### src/rtl/photon_pulse_counter.sv
// photon_pulse_counter
// Front-end counting stage of the single-photon counter. Synchronises the
// asynchronous photon pulse, counts its rising edges per fixed gate window,
// and keeps a small circular history of completed window counts.
//
// Ports:
//   clk        in   system clock
//   rst_n      in   asynchronous active-low reset
//   en         in   counting enable (level); low forces timer/cnt_now to 0
//   clr        in   synchronous single-cycle clear of counters and history fill
//   ex_pulse   in   external photon pulse, asynchronous
//   cnt_now    out  live count of the current window (saturating)
//   cnt_last   out  count of the last completed window
//   cnt_valid  out  one-cycle strobe: cnt_last/history just updated
//   total      out  edges counted since reset/clr (saturating)
//   overflow   out  sticky: a window count or the total saturated
//   hist_raddr in   history read address
//   hist_rdata out  history data, one cycle after the address
//   hist_wptr  out  index of the most recent history entry
//   hist_fill  out  number of valid history entries, 0..DEPTH
module photon_pulse_counter #(
  parameter int GATE_CYCLES = 80_000_000,
  parameter int CNT_W       = 24,
  parameter int TOT_W       = 32,
  parameter int DEPTH       = 64,
  parameter int AW          = 6
) (
  input  logic             clk,
  input  logic             rst_n,
  input  logic             en,
  input  logic             clr,
  input  logic             ex_pulse,
  output logic [CNT_W-1:0] cnt_now,
  output logic [CNT_W-1:0] cnt_last,
  output logic             cnt_valid,
  output logic [TOT_W-1:0] total,
  output logic             overflow,
  input  logic [AW-1:0]    hist_raddr,
  output logic [CNT_W-1:0] hist_rdata,
  output logic [AW-1:0]    hist_wptr,
  output logic [AW:0]      hist_fill
);

  localparam int TMR_W = $clog2(GATE_CYCLES);
  localparam logic [TMR_W-1:0] TMR_LAST  = TMR_W'(GATE_CYCLES - 1);
  localparam logic [CNT_W-1:0] CNT_MAX   = '1;
  localparam logic [TOT_W-1:0] TOT_MAX   = '1;
  localparam logic [AW:0]      FILL_MAX  = (AW+1)'(DEPTH);
  localparam logic [AW-1:0]    WPTR_RST  = AW'(DEPTH - 1);

  logic [TMR_W-1:0] timer;
  logic             sync1, sync2, sync3;
  logic             edge_q;
  logic             term;
  logic [CNT_W-1:0] cnt_next;
  logic [AW-1:0]    wptr_next;

  // History storage is intentionally not reset; hist_fill tells consumers
  // which entries are meaningful.
  logic [CNT_W-1:0] mem [DEPTH];

  // Terminal cycle of the gate window; only meaningful while counting.
  assign term      = en && (timer == TMR_LAST);
  assign wptr_next = hist_wptr + AW'(1);

  // Window count including this cycle's edge, held at full scale. On the
  // terminal cycle this is the closing window's final value.
  always_comb begin
    cnt_next = cnt_now;
    if (edge_q && (cnt_now != CNT_MAX)) cnt_next = cnt_now + CNT_W'(1);
  end

  always_ff @(posedge clk) begin
    if (term && !clr) mem[wptr_next] <= cnt_next;
  end

  always_ff @(posedge clk or negedge rst_n) begin
    if (!rst_n) begin
      sync1      <= 1'b0;
      sync2      <= 1'b0;
      sync3      <= 1'b0;
      edge_q     <= 1'b0;
      timer      <= '0;
      cnt_now    <= '0;
      cnt_last   <= '0;
      cnt_valid  <= 1'b0;
      total      <= '0;
      overflow   <= 1'b0;
      hist_rdata <= '0;
      hist_wptr  <= WPTR_RST;
      hist_fill  <= '0;
    end else begin
      // Two-flop synchroniser, then a registered rising-edge detect so the
      // count lands three cycles after the pulse is first sampled.
      sync1  <= ex_pulse;
      sync2  <= sync1;
      sync3  <= sync2;
      edge_q <= sync2 & ~sync3;

      // Read-first: a same-cycle write to this address shows up next read.
      hist_rdata <= mem[hist_raddr];

      cnt_valid <= 1'b0;

      if (clr) begin
        timer     <= '0;
        cnt_now   <= '0;
        cnt_last  <= '0;
        total     <= '0;
        overflow  <= 1'b0;
        hist_fill <= '0;
        hist_wptr <= WPTR_RST;
      end else if (!en) begin
        timer   <= '0;
        cnt_now <= '0;
      end else begin
        if (edge_q) begin
          if ((cnt_now == CNT_MAX) || (total == TOT_MAX)) overflow <= 1'b1;
          if (total != TOT_MAX) total <= total + TOT_W'(1);
        end
        if (term) begin
          timer     <= '0;
          cnt_now   <= '0;
          cnt_last  <= cnt_next;
          hist_wptr <= wptr_next;
          if (hist_fill != FILL_MAX) hist_fill <= hist_fill + (AW+1)'(1);
          cnt_valid <= 1'b1;
        end else begin
          timer   <= timer + TMR_W'(1);
          cnt_now <= cnt_next;
        end
      end
    end
  end

endmodule
### config.mk
export PLATFORM = sky130hd
export DESIGN_NAME = photon_pulse_counter
export DESIGN_NICKNAME = d
export VERILOG_FILES = /design/src/rtl/photon_pulse_counter.sv
export SDC_FILE = /design/constraint.sdc
export NUM_CORES = 2
export LEC_CHECK = 0
export ABC_AREA = 1
export BUFFER_PORTS_ARGS = -buffer_cell sky130_fd_sc_hd__buf_4
export CAP_MARGIN = 20
export CORE_MARGIN = 2
export CORE_UTILIZATION = 60
export CTS_BUF_LIST = sky130_fd_sc_hd__clkbuf_2
export DETAILED_ROUTE_END_ITERATION = 6
export PLACE_DENSITY = 0.77
export SYNTH_ARGS = -nofsm -noshare
export SYNTH_HDL_FRONTEND = slang
export SYNTH_SLANG_ARGS = --single-unit
### constraint.sdc
create_clock -name clk -period 5.7 [get_ports clk]
set_clock_uncertainty 0.15 [all_clocks]
set_input_delay 1.14 -clock clk [delete_from_list [all_inputs] [get_ports clk]]
set_output_delay 1.14 -clock clk [all_outputs]
set_load 0.1 [all_outputs]
==> metrics.md <==
| Metric | Value |
|---|---|
| Routability cong. | `0.8928` |
| RSZ-0062 raised after global routing | `false` |
| Sequential area share after synthesis | `71.43%` |
| CP Class | `reg -> reg` |
| Fin nets | `6,672` |
| Hold Violations, Final | `0` |
| Die ar. | `119,100 um^2` |
| Simple-gate share of the synthesized area | `24.58%` |
| P_int | `17.00 mW` |
| Detailed-route via count | `50,800` |
| CTS H-tree lvls | `5` |
| Placement Rows | `125` |
| Clock Path Buffers | `4` |
| Crit path buf inv count | `4` |
| Syn_area_per_cell | `11.09 um^2` |
| Sequential share of power | `58.7%` |
| Sink Count | `1,686` |
| Top Ports | `130` |
| Total track usage | `32.38%` |
| Max Cap Viol | `0` |
| EDFF count, synth | `1,536` |
| Via-to-Cell Ratio | `5.992` |
| Crit path largest cell delay | `740 ps` |
| First-pass GRT wire length | `291,700 um` |
| CTS Buf Count | `420` |
| Crit path time final | `4150 ps` |
| Slew Limit Fails | `0` |
| Crit share post-route | `72.80%` |
| Final core utilization | `66.14%` |
| Worst Path Arrival | `5300 ps` |
| Syn Inst Count | `6,296` |
| Worst-path cell chain | `nand2_1 > nor2_1 > inv_1 > nor2_1 > nand2_1 > nand2_1 > inv_2 > o21ai_0 > nand2_1 > inv_2 > buf_4` |
| Post-Syn Area | `69,840 um^2` |
| Post-CTS setup buffer count | `0` |
| Cell mode on critical path | `nand2_1` |
| Seq cells post-synth | `1,686` |
| Unique masters post-synth | `40` |
| NetSw | `6.106 mW` |
| CTS root buf | `clkbuf_2` |
| Syn nets | `6,313` |
| DP HPWL | `106,700 um` |
| Later-pin clock latency in the skew report | `1700 ps` |
| Final WL | `193,900 um` |
| Hold buffers post-CTS | `11` |
| Post-CTS sizing | `0` |
| Drt drc | `3` |
| Req. time, crit path | `6850 ps` |
| Total negative slack | `0 ps` |
| Crit start category | `flop` |
| Die W | `345.2 um` |
| Worst-Margin Slew | `1119 ps` |
| Slew margin rel. | `25.39%` |
| DRT antenna net count | `0` |
| Largest fanout on the critical path | `43` |
| Adder-Cell Fraction of Synth Area | `0.1075%` |
| Share of cells above drive strength 1 | `15.09%` |
| Vias in the first global route | `49,960` |
| Outcome | `complete, but fails checks` |
| Largest family of logic cells by synthesized area | `simple AND/OR/NAND/NOR gates` |
| Starting density of the core | `60.26%` |
| Port bufs | `129` |
| LEAKAGE | `30.00 nW` |
| Global route overflow | `0` |
| Logic pwr share | `7.5%` |
| Multiplexer share of the synthesized area | `0%` |
| Worst vdd ir | `0.1531 mV` |
| Core Region | `115,900 um^2` |
| PwrDens | `301.4 nW/um^2` |
| Post-Synth XOR/XNOR Area | `0.6145%` |
| First-iteration detailed-routing DRC count | `6,822` |
| Largest net degree at the start of global routing | `202` |
| Crit path capture type | `flop` |
| Routed len/inst | `22.87 um` |
| Main synth FF type | `edfxtp_1` |
| Sw Ratio | `26.43%` |
| Asr flop ratio synth | `8.897%` |
| CTS tree | `built` |
| Min-delay worst type | `in -> reg` |
| Clock slew at reported path FFs | `130 ps` |
| Layout overhead on the synthesized area | `9.760%` |
| TritonRoute pass-1 iters | `7` |
| Setup violators final | `0` |
| Highest clock rate | `0.2410 GHz` |
| Warnings from Yosys | `0` |
| Initial antenna violation count | `7` |
| Violated checks | `DRC` |
| Critical path's top delay family | `buffers and inverters` |
| Crit-path slowest cell | `inv_2` |
| Clk pwr share | `33.8%` |
| Synth Area in Compound Gates | `0.2956%` |
| Die Ht | `345.2 um` |
## registers in the layout (all words and copies together), names as in the netlist
register	count
cnt_last	24
cnt_now	24
cnt_valid	1
edge_q	1
hist_fill	7
hist_rdata	24
hist_wptr	6
mem	1536
overflow	1
sync1	1
sync2	1
sync3	1
timer	27
total	32
## per-stage QoR
stage               instance area, um^2  setup WS [ps]  power, mW  instances  hold WS, ps
global placement                  72750           1398      15.47       7740        193.7
floorplan                         69840           1276      14.85       6296        181.2
detailed placement                72780           1366      15.50       7741        196.6
CTS                               76530           1409      23.14       8462       0.2345
global route                      76650           1326      23.91       8476        34.89
finish                            76660           1550      23.10       8478        175.6
## power by group through the flow
stage / registers [mW] / logic [mW] / clock network [mW]
after floorplan: 14.0 / 0.856 / 0
after global placement: 13.8 / 1.63 / 0
after detailed placement: 13.8 / 1.66 / 0
after CTS: 13.6 / 1.68 / 7.90
after global routing: 13.6 / 1.82 / 8.52
final: 13.6 / 1.72 / 7.82
## path summary, 6_finish.rpt
path | startpoint | endpoint | slack [ps] | depth (start not counted)
hold reg to reg | sync1 | sync2 | 190 | 0
setup / recovery | cnt_now[16] | mem[3][7] | 1550 | 11
max in group asynchronous | rst_n | total[20] | 4370 | 4
hold / removal | hist_raddr[2] | hist_rdata[6] | 180 | 7
setup reg to reg | cnt_now[16] | mem[3][7] | 1550 | 11
min in group asynchronous | rst_n | hist_wptr[0] | 420 | 3
## final cells by class
cell class                 count  area [um^2]
timing repair buffer         295         2630
clock inverter                98        559.3
inverter                     131        515.5
multi-input combinational   4121        18070
fill                        8554        39240
tap                         1524         1907
sequential                  1686        49890
clock buffer                 612         3063
antenna                       11        27.53
## cells in the final DEF, fill, tap and decap left out, types with 40 or more instances in the layout
| cell | instances |
|---|---|
| nor2_1 | 187 |
| dfrtp_1 | 144 |
| xor2_1 | 40 |
| nand2_1 | 2312 |
| inv_1 | 102 |
| nand3_1 | 1396 |
| buf_4 | 253 |
| nor2_2 | 68 |
| edfxtp_1 | 1536 |
| clkbuf_2 | 612 |
| clkinv_1 | 76 |
## layer usage
layer  wire [um]  track usage, %  up-vias
met5          23               0        -
met4        9151           16.48        4
met3       24760           6.818      518
met2       89720           50.81     3567
met1       70220           43.27    24060
li1            -               -    22650
## cell families after synthesis
| group | Yosys count |
|---|---|
| simple gates | 4028 |
| flops | 1686 |
| xor+xnor | 49 |
| buf+inv | 489 |
| fa+ha+maj | 6 |
| compound gates | 38 |
## cell usage after synthesis, types with 2 or more instances
cell type,number,area (um^2)
ha_1,6,75.07
nand2_2,2,12.51
o21ai_0,16,80.08
nor3_1,18,90.09
xor2_1,41,359.1
nand3_1,1397,6992
o21ai_1,3,15.01
nand4_1,17,106.4
dfrtp_1,144,3603
buf_2,132,660.6
buf_6,4,45.04
a21o_1,3,22.52
nand3_4,10,175.2
nor2_2,4,25.02
buf_8,2,30.03
dfstp_2,6,157.7
inv_2,5,18.77
nand2_1,2315,8690
xnor2_1,8,70.07
buf_1,60,225.2
nor2_1,251,942.2
inv_1,124,465.5
nor2_4,3,33.78
edfxtp_1,1536,46120
buf_4,6,45.04
clkinv_1,2,7.510
a21oi_1,14,70.07
nand3b_1,3,22.52
clkbuf_1,153,574.3
## worst min-delay path: cells and delay by family
kind / cells / cell delay [ps]
simple gates: 6 / 500
buf+inv: 1 / 260
(Power assumes the default switching activity.)
